File: config.mk
export PLATFORM = sky130hd
export DESIGN_NAME = ex_mem_stage
export DESIGN_NICKNAME = d
export VERILOG_FILES = /design/src/rtl/core_pkg.sv /design/src/rtl/flag_reg.sv /design/src/rtl/ex_mem_stage.sv
export SDC_FILE = /design/constraint.sdc
export NUM_CORES = 1
export LEC_CHECK = 0
export ABC_AREA = 1
export CORE_AREA = 3 3 104 106
export CTS_CLUSTER_DIAMETER = 120
export DETAILED_ROUTE_END_ITERATION = 12
export DIE_AREA = 0 0 107 109
export GPL_TIMING_DRIVEN = 1
export PLACE_DENSITY = 0.44
export SYNTH_ARGS = -nofsm -noshare
export SYNTH_HDL_FRONTEND = slang
export SYNTH_SLANG_ARGS = --single-unit
File: constraint.sdc
create_clock -name clk -period 1.84 [get_ports clk]
set_input_delay 0.552 -clock clk [delete_from_list [all_inputs] [get_ports clk]]
set_output_delay 0.552 -clock clk [all_outputs]
set_load 0.01 [all_outputs]
File: src/rtl/core_pkg.sv
// core_pkg: shared widths, flag indices, buffer state encoding and pipeline entry type
package core_pkg;
    localparam int FLAG_C = 0;
    localparam int FLAG_Z = 1;
    localparam int FLAG_N = 2;
    localparam int DATA_W = 16;
    localparam int REG_W  = 3;
    localparam int FLAG_W = 3;

    typedef enum logic [1:0] {EMPTY, ONE, TWO} buf_state_e;

    typedef struct packed {
        logic [DATA_W-1:0] result;
        logic [REG_W-1:0]  rd;
        logic              wb_en;
        logic              mem_rd;
        logic              mem_wr;
    } entry_t;
endpackage

File: src/rtl/flag_reg.sv
// flag_reg: architectural C/Z/N register with masked update; optional save/restore under FLAG_SAVE_EN
module flag_reg #(
    parameter int FLAG_W = core_pkg::FLAG_W
) (
    input  logic              clk,
    input  logic              reset_b,
    input  logic              upd_en,
    input  logic [FLAG_W-1:0] flags_in,
    input  logic [FLAG_W-1:0] mask,
`ifdef FLAG_SAVE_EN
    input  logic              save,
    input  logic              restore,
`endif
    output logic [FLAG_W-1:0] flags_q
);
    import core_pkg::*;

    logic [FLAG_W-1:0] flags_d;
    logic [FLAG_W-1:0] upd_flags;
`ifdef FLAG_SAVE_EN
    logic [FLAG_W-1:0] saved_q;
    logic [FLAG_W-1:0] saved_d;
`endif

    // next flags: masked merge on accept; restore overrides it, save snapshots the merged value
    always_comb begin
        upd_flags = upd_en ? (flags_q & ~mask) | (flags_in & mask) : flags_q;
`ifdef FLAG_SAVE_EN
        flags_d = restore ? saved_q : upd_flags;
        saved_d = (save && !restore) ? upd_flags : saved_q;
`else
        flags_d = upd_flags;
`endif
    end

    // flag state registers
    always_ff @(posedge clk) begin
        if (!reset_b) begin
            flags_q <= '0;
`ifdef FLAG_SAVE_EN
            saved_q <= '0;
`endif
        end else begin
            flags_q <= flags_d;
`ifdef FLAG_SAVE_EN
            saved_q <= saved_d;
`endif
        end
    end
endmodule

File: src/rtl/ex_mem_stage.sv
// ex_mem_stage: 2-entry skid buffer between ALU and memory stage, owns flags; FLAG_SAVE_EN adds flag save/restore
module ex_mem_stage #(
    parameter int DATA_W = core_pkg::DATA_W,
    parameter int REG_W  = core_pkg::REG_W,
    parameter int FLAG_W = core_pkg::FLAG_W
) (
    input  logic              clk,
    input  logic              reset_b,
    input  logic              in_valid,
    output logic              in_ready,
    input  logic [DATA_W-1:0] in_result,
    input  logic [FLAG_W-1:0] in_flags,
    input  logic [FLAG_W-1:0] in_flag_mask,
    input  logic [REG_W-1:0]  in_rd,
    input  logic              in_wb_en,
    input  logic              in_mem_rd,
    input  logic              in_mem_wr,
    output logic              out_valid,
    input  logic              out_ready,
    output logic [DATA_W-1:0] out_result,
    output logic [REG_W-1:0]  out_rd,
    output logic              out_wb_en,
    output logic              out_mem_rd,
    output logic              out_mem_wr,
    input  logic              flush,
`ifdef FLAG_SAVE_EN
    input  logic              flag_save,
    input  logic              flag_restore,
`endif
    output logic [FLAG_W-1:0] flags_q
);
    import core_pkg::*;

    // entry layout follows core_pkg::entry_t but tracks this instance's widths
    typedef struct packed {
        logic [DATA_W-1:0] result;
        logic [REG_W-1:0]  rd;
        logic              wb_en;
        logic              mem_rd;
        logic              mem_wr;
    } slot_t;

    buf_state_e state_q, state_d;
    slot_t      head_q, head_d, tail_q, tail_d, in_ent;
    logic       accept, pop;

    assign in_ready = state_q != TWO;
    assign out_valid = state_q != EMPTY;
    assign accept = in_valid && in_ready && !flush;
    assign pop = out_valid && out_ready;
    assign in_ent = '{result: in_result, rd: in_rd, wb_en: in_wb_en, mem_rd: in_mem_rd, mem_wr: in_mem_wr};
    assign out_result = head_q.result;
    assign out_rd = head_q.rd;
    assign out_wb_en = head_q.wb_en;
    assign out_mem_rd = head_q.mem_rd;
    assign out_mem_wr = head_q.mem_wr;

    // occupancy and FIFO slot movement: head is always the oldest entry
    always_comb begin
        state_d = flush ? EMPTY
                : (state_q == EMPTY) ? (accept ? ONE : EMPTY)
                : (state_q == ONE) ? ((accept && !pop) ? TWO : (!accept && pop) ? EMPTY : ONE)
                : (pop ? ONE : TWO);
        head_d = (pop && state_q == TWO) ? tail_q
               : (accept && (state_q == EMPTY || pop)) ? in_ent : head_q;
        tail_d = (accept && state_q == ONE && !pop) ? in_ent : tail_q;
    end

    // buffer registers; reset clears payload so out fields read zero
    always_ff @(posedge clk) begin
        if (!reset_b) begin
            state_q <= EMPTY;
            head_q <= '0;
            tail_q <= '0;
        end else begin
            state_q <= state_d;
            head_q <= head_d;
            tail_q <= tail_d;
        end
    end

    flag_reg #(.FLAG_W(FLAG_W)) u_flag_reg (
        .clk(clk),
        .reset_b(reset_b),
        .upd_en(accept),
        .flags_in(in_flags),
        .mask(in_flag_mask),
`ifdef FLAG_SAVE_EN
        .save(flag_save),
        .restore(flag_restore),
`endif
        .flags_q(flags_q)
    );
endmodule

==> results.md <==
- Relative slew slack: 79.42%
- Crit-path slowest cell: clkdlybuf4s50_1
- Io pins: 60
- Nets@finish: ~510
- GRT Residual Overflow: 0
- Largest family of logic cells by synthesized area: simple AND/OR/NAND/NOR gates
- Clock Sinks: about 50
- Synth Area in Compound Gates: between 1 and 1.5%
- Most frequent cells in the layout: 124 x nand2_1, 96 x nor2_1, 56 x clkdlybuf4s50_1, 52 x inv_1, 47 x dfxtp_1
- Post-Syn Area: ~2500 sq um
- Skew-Pair Late Insertion Delay: ~0.3 ns
- CTS buffer count: 5
- Tcrit/Tclk final: a little over nine tenths
- Vias: 2,466
- Global-route wire length before repair: 11,640 microns
- Setup TNS: 0 ns
- Max VDD drop: 0.3665 mV
- Placed Instance Area: 3312 sq um
- Met3 global-route usage: ~2.3%
- Simple-gate share of the synthesized area: a little under half
- CP max stage delay: 0.56 ns
- Initial antenna violation count: 0
- # DRC: 0
- Initial Util: around a quarter
- Fill cells: 1,077
- GRT met2 Usage: between 10% and 20%
- Setup violators final: 0
- Tot Pwr: 2.354 mW
- CTS resizes: 4
- Max-cap violations: 0
- Chip height: 109 microns
- Placer Congestion: 0.7506
- FF/Latch Area: 983.4 sq um
- Req. time, crit path: 1.29 ns
- Crit-path max FO: 2
- Critical Path AT: 1.21 ns
- Leak pwr: between 1.5 and 2 nW
- Final core utilization: 34.75%
- Design area: 3428 sq um
- Reg2Reg Setup Slack: 0.38 ns
- Sequential element share of the synthesized area: 39.58%
- Via density: 4.076
- Worst-path clk slew: 0.09 ns
- Post-CTS Hold Buffers: 0
- Final hold violation count: 0
- Global Route met1 Usage: 16.90%
- Initial drt markers: ~120
- Total GRT Usage: between 10% and 20%
- GR peak layer: met2
- Synthesized flop and latch total: 49
- Hold Slack: between 0.4 and 0.5 ns
- Crit path kind: reg -> out
- Net count after synthesis: 441
- CP Cell Sequence: clkdlybuf4s50_1
- Core box area: 9864 sq um
- ANT cells: 0
- CTS tree: done
- Multi-input logic area: roughly 1200 sq um
- Port buffer count: 59
- WL final: 6923 microns
- CP Capture Type: output port
- Layout cells sized above 1: 8.263%
- Hold Path Class: reg -> reg
- Die ar.: 11,660 sq um
- Worst slew pin tran: 0.3087 ns
- Critical path buffers and inverters: 1
- Post-route ant nets: 0
- Outcome: complete, no violations
- Synth Warn #: 0
- Vias in the first global route: 2,396
- Initial DRT Pass Iterations: 4
- Clock tree buffer depth: 2
- Critical Path Source Type: flop
- Area delta synth->final: 38.31%
- Adder-Cell Fraction of Synth Area: less than 1%
- H-tree lvl count: 2
- Pins Over Slew Limit: 0
- Power Density: approximately 700 nW/um^2
- FP Rows: 36
- Pin count of the biggest net entering global routing: 35
- Fmax: 0.5691 GHz
- Post-synthesis mux area share: 0%
- Die Wd: 107 microns
- Yosys cell types: 19
- HPWL Detailed: 4772 microns
- Skew final: approximately 0.0054 ns
- Routed len/inst: between 10 and 15 microns
- Most common cell after layout, fill and taps aside: nand2_1
- Post-CTS Setup Inserts: 0
- Avg Cell Area, Syn: 6.090 sq um
- RSZ-0062 raised after global routing: no
- Root buf cell: clkbuf_8
- Xor/xnor cell area share of the yosys netlist: 0%
- Cell count after synthesis: 407
- Min cycle time layout: between 1.5 and 2 ns
- Kind of cell adding the most delay to the critical path: buffers and inverters
==> state kept, by name (all words and copies together) (netlist names), named ones only <==
signal      flops
out_result     16
out_rd          3
out_mem_rd      1
out_wb_en       1
out_mem_wr      1
state_q         2
tail_q         22
==> kinds of logic after synthesis <==
family,count (synthesis)
buffers and inverters,79
and+or+nand+nor,273
DFF,49
adders and majority gates,1
AOI/OAI and AO/OA,5
==> synthesized netlist by cell type (all sizes together) <==
| cell | number | share of area (%) |
|---|---|---|
| a21oi | 4 | 0.81 |
| buf | 18 | 4.2 |
| clkbuf | 7 | 1.1 |
| dfxtp | 49 | 40 |
| ha | 1 | 0.50 |
| inv | 54 | 8.2 |
| nand2 | 125 | 19 |
| nand3 | 26 | 5.2 |
| nand4 | 22 | 5.6 |
| nor2 | 99 | 15 |
| nor3 | 1 | 0.20 |
| o21ai | 1 | 0.20 |
==> worst paths after layout <==
path / to / start / cells after the start
worst max-delay path: out_result[2] / out_result[2] / 1
worst min-delay path: tail_q[8] / tail_q[8] / 2
worst max register to register: out_result[15] / state_q[0] / 8
worst min register to register: tail_q[8] / tail_q[8] / 2
==> stage by stage <==
stage	instances	worst slack [ns]
2_1_floorplan	407	0.2878
3_3_place_gp	597	-0.07555
3_5_place_dp	597	-0.05022
4_1_cts	605	0.05691
5_1_grt	605	0.02012
6_report	605	0.08274
==> where the power goes <==
group	switching [mW]	internal [mW]
Clock	0.375	0.444
Combinational	0.201	0.210
Sequential	0.0211	1.10
Total	0.598	1.76
==> routing by layer <==
layer | wire (microns) | part of all wire, %
met5 | 0 | 0
met4 | 58 | 0.84
met3 | 347 | 5.0
met2 | 3132 | 45
met1 | 3384 | 49
==> worst register-to-register path, cell delays in order (launching register included) <==
cell and delay [ns]:
dfxtp_2 0.35, inv_2 0.05, buf_4 0.30, nand3_1 0.14, buf_4 0.23, nand2_1 0.07, nand2_1 0.06, nor2_1 0.11
nor2_1 0.06
==> final cells by class <==
cell class | instances | share of cell area (%)
Multi-Input combinational cell | 279 | 34.01
Sequential cell | 49 | 28.69
Timing Repair Buffer | 82 | 23.14
Inverter | 54 | 5.912
Tap cell | 133 | 4.854
Clock buffer | 7 | 2.518
Clock inverter | 1 | 0.8759
Note: power is estimated with default switching activity, not from simulation.
==> patch, RTL diff (same flow settings) <==
Add a define of `FLAG_SAVE_EN`.
--- a/src/rtl/flag_reg.sv
+++ b/src/rtl/flag_reg.sv
@@ -1,2 +1,4 @@
 // flag_reg: architectural C/Z/N register with masked update; optional save/restore under FLAG_SAVE_EN
+`define FLAG_SAVE_EN
+
 module flag_reg #(
Ports: changed (added flag_restore and flag_save); port bits go from 60 to 62. No check against the original RTL was run, so the function may have changed too.
==> patch against the unedited design <==
Power decreased by 0.24%. Clock skew increased by 0.0080 ns. Routed wire length increased by 3.5%. First-iteration DRC count decreased by 25%. Design area increased by 6.0%. Area after synthesis increased by 7.2%. Setup slack got worse by 0.026 ns. Sequential cell count increased by 3. Via count increased by 4.1%. Critical endpoint is now out_rd[2].
==> patch: results (changes against the unedited design) <==
The internal power summed over all cells came out at 1.70 mW (was 1.76 mW). The first-pass GRT wire length is 11.9 mm (was 11.6 mm). The post-route core utilization is 36.8% (was 34.8%). The share of layout cells above drive strength 1 was 7.68% (was 8.26%). The placer congestion estimate is 0.796 (was 0.751). The mean area per synthesized cell came out at 6.16 µm² (was 6.09 µm²). The leakage power came out at 1.69 nW (was 1.67 nW). The flop and latch count out of synthesis came out at 52 (was 49).

The number of non-clock buffers in the layout came to 77 (was 82). The area used by multi-input combinational logic is 0.00126 mm² (was 0.00117 mm²). The flip-flop and latch share of the layout cell area came to 28.7% (about the same). The HPWL after detailed placement came out at 4.88 mm (was 4.77 mm). The depth of the most critical reg-to-reg path came out at 7 (was 8). The share of the yosys chip area belonging to registers was 39.2% (was 39.6%). The number of signal-net inverters in the final layout came out at 65 (was 54). The layout filler cell count came to 1060 (was 1077). The relative area of non-clock buffer cells in the final design is 22.6% (was 23.1%). The launch point of the worst path is out_rd[2] (was out_result[2]). The final clock skew came out at 0.0134 ns (was 0.00543 ns). Leading post-synthesis cells by instance count: nor2_1 (115), nand2_1 (108), inv_1 (63) (was nand2_1 (124), nor2_1 (97), inv_1 (52)). The worst slack after detailed placement came out at -0.0946 ns (was -0.0502 ns). The post-placement cell count is 620 (was 597). The routed length per instance came out at 11.4 µm (about the same). The worst min-delay path category was reg2reg (unchanged).

The total wirelength of the detailed-routed design came out at 7.17 mm (was 6.92 mm). The sequential cell fraction of total power is 51.0% (was 47.7%). The maximum vdd ir drop was 0.274 mV (was 0.366 mV). The global-route met1 utilization is 16.9% (about the same). The pin slew with the least headroom to its limit came out at 0.257 ns (was 0.309 ns). The vias after detailed routing came out at 2568 (was 2466). The total length of routed met2 wires is 3.28 mm (was 3.13 mm).

Synth area leaders: dfxtp_1 (39%), nor2_1 (16%), nand2_1 (15%) (was dfxtp_1 (40%), nand2_1 (19%), nor2_1 (15%)). The power in the clock group came to 0.731 mW (was 0.819 mW). The number of nets produced by synthesis came out at 466 (was 441). The met3 usage in global routing came to 2.72% (was 2.31%). The placed cell area came out at 0.00353 mm² (was 0.00331 mm²).

The clock network contribution to total cell area is 2.65% (was 3.39%). The number of multi-input logic gates came to 293 (was 279). The length of routed wiring on met1 came out at 3.48 mm (was 3.38 mm).

The source-to-sink clock delay at the later pin of the worst-skew pair is 0.32 ns (was 0.30 ns). The top cell family by delay on the critical path is buffers and inverters (unchanged). The maximum fanout along the worst path came out at 2 (unchanged). Result of the run: finished, final reports clean (unchanged).

The combined global-route utilization of all metal layers is 12.7% (was 12.4%). The number of nets in the final layout came to 529 (was 505). The global-route track usage on met2 was 21.0% (was 19.9%).

The number of DRC violations after detailed-routing iteration 0 came out at 88 (was 117). The maximum number of pins on one net before global-route repair came out at 45 (was 35). The count of clock buffers in the final design came out at 6 (was 7).
[patch: changes by cell type after synthesis, moves of 2 or more]
cell / before / now
a21oi_1: 4 / 6
dfxtp_1: 49 / 52
inv_1: 52 / 63
nand2_1: 124 / 108
nand2_2: 1 / 5
nand3_1: 26 / 28
nand3b_1: 0 / 22
nand4_1: 22 / 0
nor2_1: 97 / 115
o21ai_0: 1 / 4
[patch: kinds of logic (layout without fill, tap and decap cells)]
logic type | count (synthesis) | in the layout | share of synthesized area, %
AOI/OAI and AO/OA | 10 | 10 | 1.88
buffers and inverters | 86 | 150 | 13.4
DFF | 52 | 52 | 39.2
and+or+nand+nor | 283 | 283 | 45.5
[patch: path summary, 6_finish.rpt]
path | to | slack (ns)
setup / recovery | out_rd[2] | 0.06
hold / removal | tail_q[8] | 0.47
setup reg to reg | out_result[6] | 0.56
hold reg to reg | tail_q[8] | 0.47
[patch: what timing repair did]
item,CTS,global route
setup endpoints to repair,2,5
gates cloned,0,0
gates resized for setup,3,5
